`src/rtl/relu_ctrl_pkg.sv`:
```
// -----------------------------------------------------------------------------
// relu_ctrl_pkg
// Shared types and constants for the relu_map_ctrl streaming ReLU sequencer.
//   - Feature map geometry, element and address widths.
//   - N: number of elements in one map pass, in counter width.
//   - state_t: sequencer states (IDLE, RUN, DRAIN, DONE).
// Optional feature macro used elsewhere in this slice: RELU_CLIP_EN.
// -----------------------------------------------------------------------------
package relu_ctrl_pkg;

  localparam int FM_WIDTH   = 5;
  localparam int FM_HEIGHT  = 5;
  localparam int VALUE_SIZE = 16;
  localparam int ADDR_W     = 5;
  // One extra bit so counters can hold N itself even when N == 2**ADDR_W.
  localparam int CNT_W      = ADDR_W + 1;

  typedef logic [VALUE_SIZE-1:0] value_t;
  typedef logic [ADDR_W-1:0]     addr_t;
  typedef logic [CNT_W-1:0]      cnt_t;

  localparam cnt_t N       = cnt_t'(FM_WIDTH * FM_HEIGHT);
  localparam cnt_t N_LAST  = N - cnt_t'(1);
  localparam cnt_t CNT_ONE = cnt_t'(1);

  typedef enum logic [1:0] {
    IDLE  = 2'd0,
    RUN   = 2'd1,
    DRAIN = 2'd2,
    DONE  = 2'd3
  } state_t;

  // Linear row-major buffer address of an element index.
  function automatic addr_t cnt_to_addr(input cnt_t c);
    return c[ADDR_W-1:0];
  endfunction

endpackage

```
`src/rtl/relu_map_ctrl_if.sv`:
```
// -----------------------------------------------------------------------------
// relu_map_ctrl_if
// Buffer-side bus of the ReLU sequencer: a read port into the input buffer
// (data returns one cycle after rd_en) and a write port with ready
// back-pressure into the output buffer.
//   master : the sequencer (drives strobes, addresses, write data)
//   slave  : the buffers (return rd_data, drive wr_ready)
// -----------------------------------------------------------------------------
interface relu_map_ctrl_if
  import relu_ctrl_pkg::*;
();

  logic   rd_en;
  addr_t  rd_addr;
  value_t rd_data;
  logic   wr_en;
  addr_t  wr_addr;
  value_t wr_data;
  logic   wr_ready;

  modport master (
    output rd_en, rd_addr, wr_en, wr_addr, wr_data,
    input  rd_data, wr_ready
  );

  modport slave (
    input  rd_en, rd_addr, wr_en, wr_addr, wr_data,
    output rd_data, wr_ready
  );

endinterface

```
`src/rtl/relu_elem.sv`:
```
// -----------------------------------------------------------------------------
// relu_elem
// Combinational single-element ReLU.
//   elem_i   : two's complement source element
//   clip_i   : upper clip value, unsigned (only with RELU_CLIP_EN defined)
//   result_o : 0 for negative input, else the input (clipped to clip_i when
//              RELU_CLIP_EN is defined)
//   neg_o    : source element was negative (it was zeroed)
// Optional feature macro: RELU_CLIP_EN.
// -----------------------------------------------------------------------------
module relu_elem
  import relu_ctrl_pkg::*;
(
  input  value_t elem_i,
`ifdef RELU_CLIP_EN
  input  value_t clip_i,
`endif
  output value_t result_o,
  output logic   neg_o
);

  always_comb begin
    neg_o    = elem_i[VALUE_SIZE-1];
    result_o = elem_i;
    if (neg_o) begin
      result_o = '0;
    end
`ifdef RELU_CLIP_EN
    // Element is non-negative here, so an unsigned compare is exact.
    else if (elem_i > clip_i) begin
      result_o = clip_i;
    end
`endif
  end

endmodule

```
`src/rtl/relu_map_ctrl.sv`:
```
// -----------------------------------------------------------------------------
// relu_map_ctrl
// Streams one FM_WIDTH x FM_HEIGHT feature map from an input buffer, through a
// per-element ReLU, into an output buffer, one element per clock, with
// write back-pressure.
// Ports:
//   clk       : clock, rising edge
//   rst_n     : asynchronous active-low reset
//   start     : begin one pass (sampled only in IDLE)
//   clip_val  : ReLU clip level, sampled at start (only with RELU_CLIP_EN)
//   busy      : pass in progress
//   done      : one-cycle pulse after the last element is written
//   neg_count : elements zeroed in the current/last pass
//   bus       : buffer read/write bus (relu_map_ctrl_if.master)
// Timing: read issued in cycle t, data captured at the end of t+1, write
// presented in t+2. A full unstalled pass is N+3 cycles from start to done.
// Optional feature macro: RELU_CLIP_EN.
// -----------------------------------------------------------------------------
module relu_map_ctrl
  import relu_ctrl_pkg::*;
(
  input  logic   clk,
  input  logic   rst_n,
  input  logic   start,
`ifdef RELU_CLIP_EN
  input  value_t clip_val,
`endif
  output logic   busy,
  output logic   done,
  output cnt_t   neg_count,
  relu_map_ctrl_if.master bus
);

  state_t state_q;
  logic   busy_q, done_q;
  cnt_t   rd_cnt_q, wr_cnt_q, neg_q;

  // Read in flight: rd_data is valid in the cycle this is set.
  logic   flight_q;
  addr_t  flight_addr_q;

  // One-entry skid for a read that lands while the write stage is stalled.
  logic   skid_vld_q;
  value_t skid_data_q;
  addr_t  skid_addr_q;

  // Registered write stage.
  logic   wr_en_q;
  addr_t  wr_addr_q;
  value_t wr_data_q;
  logic   wr_neg_q;

`ifdef RELU_CLIP_EN
  value_t clip_q;
`endif

  logic   stall, wr_accept, rd_fire, src_vld, src_neg;
  value_t src_data, relu_data;
  addr_t  src_addr;

  always_comb begin
    stall     = wr_en_q && !bus.wr_ready;
    wr_accept = wr_en_q && bus.wr_ready;
    // Gated by the live stall so no read is ever issued while the write
    // stage holds; this bounds in-flight data to the single skid entry.
    rd_fire   = (state_q == RUN) && (rd_cnt_q < N) && !stall;
    // Skid data is older than anything arriving, so it goes first.
    src_vld   = skid_vld_q || flight_q;
    src_data  = skid_vld_q ? skid_data_q : bus.rd_data;
    src_addr  = skid_vld_q ? skid_addr_q : flight_addr_q;
  end

  relu_elem u_elem (
    .elem_i   (src_data),
`ifdef RELU_CLIP_EN
    .clip_i   (clip_q),
`endif
    .result_o (relu_data),
    .neg_o    (src_neg)
  );

  always_ff @(posedge clk or negedge rst_n) begin
    if (!rst_n) begin
      state_q       <= IDLE;
      busy_q        <= 1'b0;
      done_q        <= 1'b0;
      rd_cnt_q      <= '0;
      wr_cnt_q      <= '0;
      neg_q         <= '0;
      flight_q      <= 1'b0;
      flight_addr_q <= '0;
      skid_vld_q    <= 1'b0;
      skid_data_q   <= '0;
      skid_addr_q   <= '0;
      wr_en_q       <= 1'b0;
      wr_addr_q     <= '0;
      wr_data_q     <= '0;
      wr_neg_q      <= 1'b0;
`ifdef RELU_CLIP_EN
      clip_q        <= '0;
`endif
    end else begin
      done_q        <= 1'b0;
      flight_q      <= rd_fire;
      flight_addr_q <= cnt_to_addr(rd_cnt_q);

      if (rd_fire) begin
        rd_cnt_q <= rd_cnt_q + CNT_ONE;
      end

      if (wr_accept) begin
        if (wr_cnt_q != N) begin
          wr_cnt_q <= wr_cnt_q + CNT_ONE;
        end
        if (wr_neg_q) begin
          neg_q <= neg_q + CNT_ONE;
        end
      end

      if (!stall) begin
        // Write stage free (empty or accepting): load the next element.
        wr_en_q    <= src_vld;
        skid_vld_q <= 1'b0;
        if (src_vld) begin
          wr_addr_q <= src_addr;
          wr_data_q <= relu_data;
          wr_neg_q  <= src_neg;
        end
      end else if (flight_q) begin
        skid_vld_q  <= 1'b1;
        skid_data_q <= bus.rd_data;
        skid_addr_q <= flight_addr_q;
      end

      // Placed after the counter updates so a start clear takes priority.
      case (state_q)
        IDLE: begin
          if (start) begin
            state_q  <= RUN;
            busy_q   <= 1'b1;
            rd_cnt_q <= '0;
            wr_cnt_q <= '0;
            neg_q    <= '0;
`ifdef RELU_CLIP_EN
            clip_q   <= clip_val;
`endif
          end
        end
        RUN: begin
          if (rd_fire && (rd_cnt_q == N_LAST)) begin
            state_q <= DRAIN;
          end
        end
        DRAIN: begin
          // Leave on the accepting edge of the last write so done lands in
          // the very next cycle.
          if ((wr_cnt_q == N) || (wr_accept && (wr_cnt_q == N_LAST))) begin
            state_q <= DONE;
            busy_q  <= 1'b0;
            done_q  <= 1'b1;
          end
        end
        DONE: begin
          state_q <= IDLE;
        end
        default: begin
          state_q <= IDLE;
        end
      endcase
    end
  end

  assign busy        = busy_q;
  assign done        = done_q;
  assign neg_count   = neg_q;
  assign bus.rd_en   = rd_fire;
  assign bus.rd_addr = cnt_to_addr(rd_cnt_q);
  assign bus.wr_en   = wr_en_q;
  assign bus.wr_addr = wr_addr_q;
  assign bus.wr_data = wr_data_q;

endmodule

```
`src/flat_wrapper.sv`:
```
// flat-port wrapper written by rule: the top's interface ports become plain ports
module relu_map_ctrl_flat import relu_ctrl_pkg::*;
  (clk, rst_n, start, busy, done, neg_count, bus_rd_en, bus_rd_addr, bus_wr_en, bus_wr_addr, bus_wr_data, bus_rd_data, bus_wr_ready);
  relu_map_ctrl_if bus_i ();
  input  logic clk;
  input  logic rst_n;
  input  logic start;
  output logic busy;
  output logic done;
  output cnt_t neg_count;
  output wire logic [$bits(bus_i.rd_en)-1:0] bus_rd_en;
  output wire logic [$bits(bus_i.rd_addr)-1:0] bus_rd_addr;
  output wire logic [$bits(bus_i.wr_en)-1:0] bus_wr_en;
  output wire logic [$bits(bus_i.wr_addr)-1:0] bus_wr_addr;
  output wire logic [$bits(bus_i.wr_data)-1:0] bus_wr_data;
  input wire logic [$bits(bus_i.rd_data)-1:0] bus_rd_data;
  input wire logic [$bits(bus_i.wr_ready)-1:0] bus_wr_ready;
  assign bus_rd_en = bus_i.rd_en;
  assign bus_rd_addr = bus_i.rd_addr;
  assign bus_wr_en = bus_i.wr_en;
  assign bus_wr_addr = bus_i.wr_addr;
  assign bus_wr_data = bus_i.wr_data;
  assign bus_i.rd_data = bus_rd_data;
  assign bus_i.wr_ready = bus_wr_ready;
  relu_map_ctrl u_core (.clk(clk), .rst_n(rst_n), .start(start), .busy(busy), .done(done), .neg_count(neg_count), .bus(bus_i));
endmodule
```
`config.mk`:
```
export PLATFORM = sky130hd
export DESIGN_NAME = relu_map_ctrl_flat
export DESIGN_NICKNAME = d
export VERILOG_FILES = /design/src/rtl/relu_ctrl_pkg.sv /design/src/rtl/relu_map_ctrl_if.sv /design/src/rtl/relu_elem.sv /design/src/rtl/relu_map_ctrl.sv /design/src/flat_wrapper.sv
export SDC_FILE = /design/constraint.sdc
export NUM_CORES = 1
export LEC_CHECK = 0
export BUFFER_PORTS_ARGS = -buffer_cell sky130_fd_sc_hd__buf_2
export CORE_MARGIN = 8
export CORE_UTILIZATION = 60
export CTS_BUF_LIST = sky130_fd_sc_hd__clkbuf_8
export DETAILED_ROUTE_END_ITERATION = 10
export PLACE_DENSITY_LB_ADDON = 0.25
export SLEW_MARGIN = 20
export SYNTH_ARGS = -nofsm -noshare
export SYNTH_HDL_FRONTEND = slang
export SYNTH_HIERARCHICAL = 1
export SYNTH_SLANG_ARGS = --single-unit
```
`constraint.sdc`:
```
create_clock -name clk -period 2.5 [get_ports clk]
set_input_delay 0 -clock clk [delete_from_list [all_inputs] [get_ports clk]]
set_output_delay 0 -clock clk [all_outputs]
set_load 0.1 [all_outputs]
```
# Word level (Yosys, flattened, before mapping)

Cells that the tools add are included.

Register bits: 73
Input port bits: 20
Output and inout bits: 36
Word-level logic and storage cells: 72

Add/subtract/negate cells: 3
Order comparisons: 1
Equal/unequal tests: 11
Mux-type cells: 25
Bitwise logic cells: 1
Reduce and logical (&&, ||, !) cells: 16

Operators by type and width:

| operator              | number |
|---|---|
| $mux W6               | 11 |
| $add A6 B1 Y6 const B | 3 |
| $eq A6 B5 Y1 const B  | 3 |
| $mux W16              | 1 |
| $mux W15              | 1 |
| $pmux W2 S4           | 1 |
| $logic_and A1 B1 Y1   | 6 |
| $lt A6 B5 Y1 const B  | 1 |
| $mux W1               | 6 |
| $mux W2               | 3 |
| $ne A6 B5 Y1 const B  | 1 |
| $reduce_and A3 Y1     | 2 |
| $mux W5               | 1 |
| $eq A2 B2 Y1 const B  | 2 |
| $ne A2 B1 Y1 const B  | 2 |
| $ne A2 B2 Y1 const B  | 2 |
| $reduce_and A2 Y1     | 2 |
| $eq A2 B1 Y1 const B  | 1 |
| $logic_not A1 Y1      | 2 |
| $logic_not A2 Y1      | 1 |
| $logic_or A1 B1 Y1    | 2 |
| $pmux W1 S2           | 1 |
| $reduce_bool A2 Y1    | 1 |
| $not A1 Y1            | 1 |

# Depth between registers and ports, before layout

Gate-level depths: netlist (run 1).

Depth in word-level cells: 7
Mapped depth: 7
Depth with buffers taken out: 7

# Hierarchy

Netlist (run 1), hierarchy kept.

Modules (own cells, without submodules):

| module        | instances | cells each | area an instance (um^2) | sequential area each (um^2) |
|---|---|---|---|---|
| relu_map_ctrl | 1         | 261        | 3294.4                  | 1826.8 |
| relu_elem     | 1         | 19         | 151.4                   | 0.0 |

# Worst setup path after synthesis (run 1)

No wires, ideal clock.

Path type: register to register
Start point: register u_core.wr_en_q (netlist: u_core/bus.wr_en)
End point: register u_core.rd_cnt_q[4]
Setup time: 0.130 ns
Data arrival time: 2.302 ns
Required time: 2.370 ns
Path slack: 0.068 ns
Cell stages (with the launch flop): 6
Buffers on the path: 0
Period minus slack after synthesis: 2.432 ns
Cells stage by stage: dfrtp_1 > nand2b_1 > o211ai_1 > inv_1 > a41oi_1 > nor2_1

Word-level cells in the longest chain between the ends: 6

RTL lines:

| element                  | RTL line             | RTL |
|---|---|---|
| start: declaration       | relu_map_ctrl.sv:48  | `logic wr_en_q;` |
| start signal: assignment | relu_map_ctrl.sv:122 | `wr_en_q <= src_vld;` |
| $logic_and A1 B1 Y1 *    | relu_map_ctrl.sv:62  | `stall = wr_en_q && !bus.wr_ready;` |
| $logic_not A1 Y1 *       | relu_map_ctrl.sv:66  | `rd_fire = (state_q == RUN) && (rd_cnt_q < N) && !stall;` |
| $logic_and A1 B1 Y1 *    | relu_map_ctrl.sv:66  |  |
| named net bus_rd_en      | flat_wrapper.sv:11   | `output wire logic [$bits(bus_i.rd_en)-1:0] bus_rd_en;` |
| $mux W6 *                | relu_map_ctrl.sv:107 | `if (rd_fire) begin` |
| $mux W6                  | relu_map_ctrl.sv:138 | `if (start) begin` |
| $mux W6 *                | relu_map_ctrl.sv:136 | `case (state_q)` |
| end signal: assignment   | relu_map_ctrl.sv:108 | `rd_cnt_q <= rd_cnt_q + CNT_ONE;` |
| end: declaration         | relu_map_ctrl.sv:36  | `cnt_t rd_cnt_q, wr_cnt_q, neg_q;` |

Mark *: on every way through the listed nets, which the timed path passes. The rest lies on a longest branch.
A chain may end at the register's enable or synchronous reset.

# Worst setup path in the final report (run 1)

Start point: register u_core.rd_cnt_q[1]
End point: output port bus_rd_en

Word-level cells in the longest chain between the ends: 3

RTL lines:

| element                           | RTL line |
|---|---|
| $lt A6 B5 Y1                      | relu_map_ctrl.sv:66 |
| $logic_and A1 B1 Y1 (2 in series) | relu_map_ctrl.sv:66 |
| end: declaration                  | flat_wrapper.sv:11 |

Every way passes these cells.

==> results of run 1 <==
## state kept, by name, summed over array words and instances (netlist names)
| name | flops |
|---|---|
| u_core/rd_cnt_q | 6 |
| u_core/neg_count | 6 |
| u_core/wr_cnt_q | 6 |
| u_core/bus.wr_addr | 5 |
| u_core/skid_addr_q | 5 |
| u_core/state_q | 2 |
| u_core/flight_addr_q | 5 |
| u_core/skid_data_q | 16 |
| u_core/wr_neg_q | 1 |
| u_core/skid_vld_q | 1 |
| u_core/busy | 1 |
| u_core/bus.wr_en | 1 |
| u_core/bus.wr_data | 16 |
| u_core/flight_q | 1 |
| u_core/done | 1 |
## cell type report
cell class                 instances  area (sq um)  area share [%]
inverter                           9          33.8           0.827
tap                               72          90.1            2.21
sequential                        73          1830            44.7
timing repair buffer              78           490            12.0
clock buffer                      11           151            3.71
multi-input combinational        181          1480            36.2
clock inverter                     3          11.3           0.276
## cell usage after synthesis (3+ instances only)
| cell | number | area [sq um] |
|---|---|---|
| and2b_2 | 3 | 26.3 |
| buf_4 | 8 | 60.1 |
| mux2_2 | 54 | 608 |
| nand2_1 | 13 | 48.8 |
| o21ai_0 | 5 | 25.0 |
| a21oi_1 | 12 | 60.1 |
| nand3_1 | 4 | 20.0 |
| dfrtp_1 | 73 | 1830 |
| inv_1 | 9 | 33.8 |
| ha_1 | 11 | 138 |
| clkbuf_1 | 3 | 11.3 |
| nor2b_1 | 7 | 43.8 |
| mux2i_1 | 9 | 90.1 |
| or3_1 | 4 | 25.0 |
| nor2_1 | 21 | 78.8 |
| xor2_1 | 4 | 35.0 |
| nor2b_2 | 7 | 61.3 |
| xnor2_1 | 4 | 35.0 |
| buf_2 | 3 | 15.0 |
## logic make-up (layout without fill, tap and decap cells)
logic type	Yosys count	count (layout)	synth area share, %
flip-flops	73	73	53.0
AND/OR/NAND/NOR	72	72	11.6
multiplexers	64	64	20.6
buffers and inverters	26	101	4.03
AO/OA/AOI/OAI	25	25	4.61
adder cells (fa/ha/maj)	11	11	3.99
XOR/XNOR	8	8	2.03
other	1	1	0.109
## routing by layer
layer | vias to the layer above | global-route usage, % | part of all wire, %
met5 | - | 0 | 0
met4 | 0 | 7.25 | 1.6
met3 | 10 | 5.13 | 5.3
met2 | 53 | 27.6 | 49
met1 | 1114 | 20.4 | 44
li1 | 1097 | - | -
## per-stage QoR
| step | instances | cell area (sq um) |
|---|---|---|
| after CTS | 427 | 4080 |
| after global placement | 396 | 3750 |
| after floorplan | 280 | 3450 |
| final | 427 | 4080 |
| after detailed placement | 396 | 3750 |
| after global routing | 427 | 4080 |
## worst max-delay path, stage by stage, from the launching register on
cell and delay (ns):
dfrtp_1 0.44, inv_1 0.12, ha_1 0.16, nor2b_1 0.18, o211ai_1 0.18, inv_1 0.18, buf_2 0.46
## worst paths after layout
path	from	endpoint	slack, ns	cells past startpoint
worst max-delay path	u_core/rd_cnt_q[1]	bus_rd_en	0.44	6
worst min-delay path	start	u_core/busy	0.03	4
worst max register to register	u_core/rd_cnt_q[0]	u_core/rd_cnt_q[4]	0.69	7
worst min register to register	u_core/rd_cnt_q[4]	u_core/flight_addr_q[4]	0.46	0
max in group asynchronous	rst_n	u_core/state_q[0]	1.42	3
min in group asynchronous	rst_n	u_core/skid_data_q[12]	0.30	2
==> results.py, run 1 <==
metrics = {
    "clock_network": {
        "cts.root.buffer_cell": "clkbuf_8",
        "clock_path_buffers": 2,
        "hold_buffers": 17,
        "cts_resized": 0,
        "numCtsBuffers": 9,
        "cts_tree": "built",
        "clk_latency_ns": 0.33,
        "cts.sinks": 73,
        "htreeDepth": 3,
        "cts_setup_buffers": 0,
        "clk_pin_slew_ns": 0.07,
    },
    "worst_setup_path": {
        "cp_max_fo": 6,
        "crit_required_ns": 2.50,
        "crit_type": "flip-flop to output port",
        "endpoint_kind": "output port",
        "cp.arrival_ns": 2.06,
        "start_kind": "flip-flop",
    },
    "timing": {
        "relSlewSlack_pct": 44.4,
        "rsz0062_at_grt": "no",
        "finClkSkew_ns": 0.00618,
        "max_slew.worst_pin.slew_ns": 0.834,
        "fmax_mhz": 485,
        "finalHoldViolations": 0,
        "finalSetupViolations": 0,
        "maxSlewViolCount": 0,
        "min_period_over_period_pct": 82.6,
        "setup_tns_ns": 0,
        "worst_slack_ns": 0.436,
        "holdWs_ns": 0.0276,
        "period_minus_slack_ns": 2.06,
    },
    "route": {
        "vias": 2274,
        "detail_route.wl_per_cell_microns": 15.6,
        "ant_nets": 0,
        "drt_iter0_markers": 86,
        "drc_errors": 0,
        "vias_per_cell": 5.33,
        "dr.pass1.iters": 4,
        "wirelength_microns": 6650,
    },
    "placement": {
        "place_ws_ns": 0.744,
        "gp_congestion": 0.779,
        "dpl.hpwl_microns": 4510,
        "portBuffers": 55,
    },
    "synth": {
        "ys_warn_count": 6,
        "synth_seq_cells": 73,
        "syn_avg_cell_area_sq_um": 12.3,
        "synth-edff-count": 0,
        "synthesis.nets": 311,
        "synthDistinctLibCells": 40,
        "synth_area_sq_mm": 0.00345,
        "ys.flop_type": "dfrtp_1",
        "synth-seq-area-share_pct": 53.0,
        "netlist_instances": 280,
        "synthArstFlopShare_pct": 100,
    },
    "outcome": {
        "outcome": "complete, no violations",
    },
    "floorplan": {
        "io_pins": 56,
        "start_util_pct": 62.2,
        "core.rowCount": 27,
        "die_area_sq_mm": 0.00842,
        "die_height_microns": 91.8,
        "core_area_sq_mm": 0.00554,
        "die_x_microns": 91.8,
    },
    "cells_and_area": {
        "num_antenna_cells": 0,
        "drive_gt1_share_pct": 39.4,
        "mostFrequentLayoutCells": "dfrtp_1 (73), buf_2 (55), mux2_2 (54), nor2_1 (21), dlygate4sd3_1 (17)",
        "final_util_pct": 73.7,
        "area_delta_synth_final_pct": 18.5,
        "final.fill_count": 382,
        "layout_commonest_cell": "dfrtp_1",
        "fin_nets": 383,
    },
    "global_routing": {
        "grt_usage_pct": 16.9,
        "antenna_found_initial": 0,
        "grt_max_degree": 39,
        "grt_pass1_vias": 2411,
        "overflow": 0,
        "grt_pass1_wl_microns": 11500,
    },
    "flow_run": {
        "cap_violations": 0,
    },
    "worst_hold_path": {
        "min_path_type": "input pin to flip-flop",
    },
}
Power of run 1 is left out: the tool's default activity adds up to more than one toggle a clock period on the data nets, which glitch-free logic cannot reach.
==> run 2: changes to the inputs <==
ABC_AREA = 1   (was default)
CORE_UTILIZATION = 59   (was 60)
clock period = 2 ns   (was 2.5 ns; I/O delays follow)
==> run 2 against run 1 <==
Sequential share of layout area shrank 1.8 points. Worst setup slack worse by 0.29 ns. Via count is 29% higher. Die area is 4.8% higher. Wire length rose by 16%. Largest cell class unchanged.
==> results.py, run 2 <==
metrics = {
    "route": {
        "vias_per_cell": 4.94,
        "detail_route.wl_per_cell_microns": 13.0,
        "dr.pass1.iters": 4,
        "drt_iter0_markers": 155,
        "drc_errors": 0,
        "wirelength_microns": 7720,
        "vias": 2939,
        "ant_nets": 0,
    },
    "floorplan": {
        "start_util_pct": 60.9,
        "die_height_microns": 93.9,
        "die_area_sq_mm": 0.00883,
        "core_area_sq_mm": 0.00589,
        "core.rowCount": 28,
        "die_x_microns": 93.9,
        "io_pins": 56,
    },
    "flow_run": {
        "cap_violations": 0,
    },
    "clock_network": {
        "clk_latency_ns": 0.34,
        "cts.sinks": 73,
        "cts_setup_buffers": 0,
        "clock_path_buffers": 2,
        "cts_tree": "built",
        "htreeDepth": 3,
        "clk_pin_slew_ns": 0.08,
        "cts.root.buffer_cell": "clkbuf_8",
        "numCtsBuffers": 9,
    },
    "timing": {
        "maxSlewViolCount": 0,
        "finalSetupViolations": 0,
        "max_slew.worst_pin.slew_ns": 0.599,
        "period_minus_slack_ns": 1.86,
        "min_period_over_period_pct": 92.9,
        "finalHoldViolations": 0,
        "worst_slack_ns": 0.141,
        "relSlewSlack_pct": 60.0,
        "setup_tns_ns": 0,
        "finClkSkew_ns": 0.00777,
        "rsz0062_at_grt": "no",
        "fmax_mhz": 538,
    },
    "worst_setup_path": {
        "endpoint_kind": "output port",
        "reg2reg_slack_ns": 0.45,
        "worst_r2r_startpoint": "u_core/state_q[1]",
        "timing.rr.end": "u_core/wr_cnt_q[3]",
        "cp.arrival_ns": 1.86,
        "crit_required_ns": 2.00,
        "cp_max_fo": 8,
        "crit_type": "flip-flop to output port",
        "start_kind": "flip-flop",
        "r2r.worst_path.cells": 5,
    },
    "synth": {
        "ys_warn_count": 6,
        "ys.flop_type": "dfrtp_1",
        "synth_top_cell_by_area": "dfrtp_1",
        "synthesis.nets": 477,
        "synth_area_sq_mm": 0.00358,
        "synthTopCellsByCount": "nand2_1 (144), dfrtp_1 (73), inv_1 (59), o21ai_0 (44), nor2_1 (35)",
        "synth-edff-count": 0,
        "synthDistinctLibCells": 30,
        "netlist_instances": 446,
        "syn_avg_cell_area_sq_um": 8.04,
        "synth_seq_cells": 73,
        "yosysMostFrequentCell": "nand2_1",
        "netlist_top_cells_area": "dfrtp_1 (51%), nand2_1 (15%), inv_1 (6.2%), o21ai_0 (6.1%), ha_1 (3.8%)",
        "synthArstFlopShare_pct": 100,
        "synth-seq-area-share_pct": 51.0,
        "synth_top_area_share_pct": 51.0,
    },
    "worst_hold_path": {
        "holdPathStages": 6,
        "hp-start": "start",
        "min_path_type": "input pin to flip-flop",
        "hold_end": "u_core/busy",
    },
    "placement": {
        "gp_congestion": 0.855,
        "place_ws_ns": 0.409,
        "portBuffers": 55,
        "dpl.hpwl_microns": 5090,
    },
    "outcome": {
        "outcome": "complete, no violations",
    },
    "cells_and_area": {
        "layout_commonest_cell": "nand2_1",
        "fin_nets": 545,
        "mostFrequentLayoutCells": "nand2_1 (144), dfrtp_1 (73), inv_1 (61), buf_2 (54), o21ai_0 (43)",
        "multi_input_area_sq_mm": 0.00139,
        "final.fill_count": 450,
        "regArea_sq_mm": 0.00183,
        "area_delta_synth_final_pct": 18.7,
        "drive_gt1_share_pct": 18.9,
    },
    "global_routing": {
        "overflow": 0,
        "grt_pass1_vias": 2892,
        "antenna_found_initial": 0,
        "grt_pass1_wl_microns": 13200,
        "grt_max_degree": 50,
        "grt_usage_pct": 18.7,
    },
    "power": {
        "total_power_w": 0.00674,
        "peakVddDrop_mv": 1.03,
        "cellPowerDensity_mw_per_mm2": 1580,
        "leakage_nw": 2.36,
    },
}
## run 2: changes by cell type after synthesis, moves of 14 or more
cell     previous run  this run
nand2_1            13       144
nor2_1             21        35
o21ai_0             5        44
mux2_2             54         0
inv_1               9        59
## run 2: per-layer routing
metal	global-route usage [%]	vias to the layer above	wire length, microns
li1	-	1487	-
met1	22.0	1350	3260
met2	31.9	87	3870
met3	3.60	15	431
met4	9.51	0	159
met5	0	-	0
## run 2: what timing repair did
item	in CTS	in global routing
endpoints found under the hold margin	41	0
hold buffers	18	0
setup endpoints to repair	0	1
gates resized for setup	0	1
## run 2: layout make-up
class                   instances  share of cell area, %
flip-flops and latches         73                   42.9
repair buffers                 79                   12.1
inverters                      64                   5.64
multi-input cells             287                   32.7
diodes                          1                 0.0588
well taps                      75                   2.20
clock buffers                   9                   2.91
clock inverters                 7                   1.50
## run 2: power by group
group,switching [W],internal (W),leakage [nW]
Sequential,0.000314,0.00196,0.957
Combinational,0.00267,0.000688,1.30
Clock,0.000536,0.000565,0.102
Total,0.00352,0.00321,2.36
## run 2: cell families after synthesis
| logic type | after synthesis | synth area share, % |
|---|---|---|
| buf+inv | 86 | 10.3 |
| simple gates | 211 | 25.6 |
| other cells | 1 | 0.105 |
| fa+ha+maj | 11 | 3.84 |
| compound gates | 61 | 8.52 |
| xor+xnor | 3 | 0.733 |
| flops | 73 | 51.0 |
## run 2: through the flow
step / hold WS [ns] / utilization (%) / cells / instance area [sq um]
3_5_place_dp: 0.0343 / 66.0 / 560 / 3880
4_1_cts: 0.0503 / 72.2 / 594 / 4250
5_1_grt: 0.0888 / 72.3 / 594 / 4250
2_1_floorplan: -0.296 / - / 446 / 3580
6_report: 0.0623 / 72.3 / 595 / 4260
3_3_place_gp: 0.0273 / 66.0 / 560 / 3880
## run 2: worst max path at each step
stage / from / endpoint / slack (ns) / cells after the start
finish: u_core/state_q[1] / bus_rd_en / 0.14 / 9
global placement: u_core/state_q[1] / bus_rd_en / 0.47 / 9
CTS: u_core/state_q[1] / bus_rd_en / 0.03 / 9
global route: u_core/state_q[1] / bus_rd_en / 0.002 / 9
floorplan: u_core/bus.wr_en / u_core/rd_cnt_q[4] / 0.04 / 7
detailed placement: u_core/state_q[1] / bus_rd_en / 0.41 / 9
## run 2: worst max-delay path: stages, from the launching register on
cell and delay, ns:
dfrtp_1 0.41, inv_1 0.12, ha_1 0.18, inv_1 0.04, nor2_1 0.08, nand2_1 0.09, nor2_4 0.11, nand2_4 0.09
inv_2 0.07, clkbuf_4 0.33
Note: power is estimated with default switching activity, not from simulation.
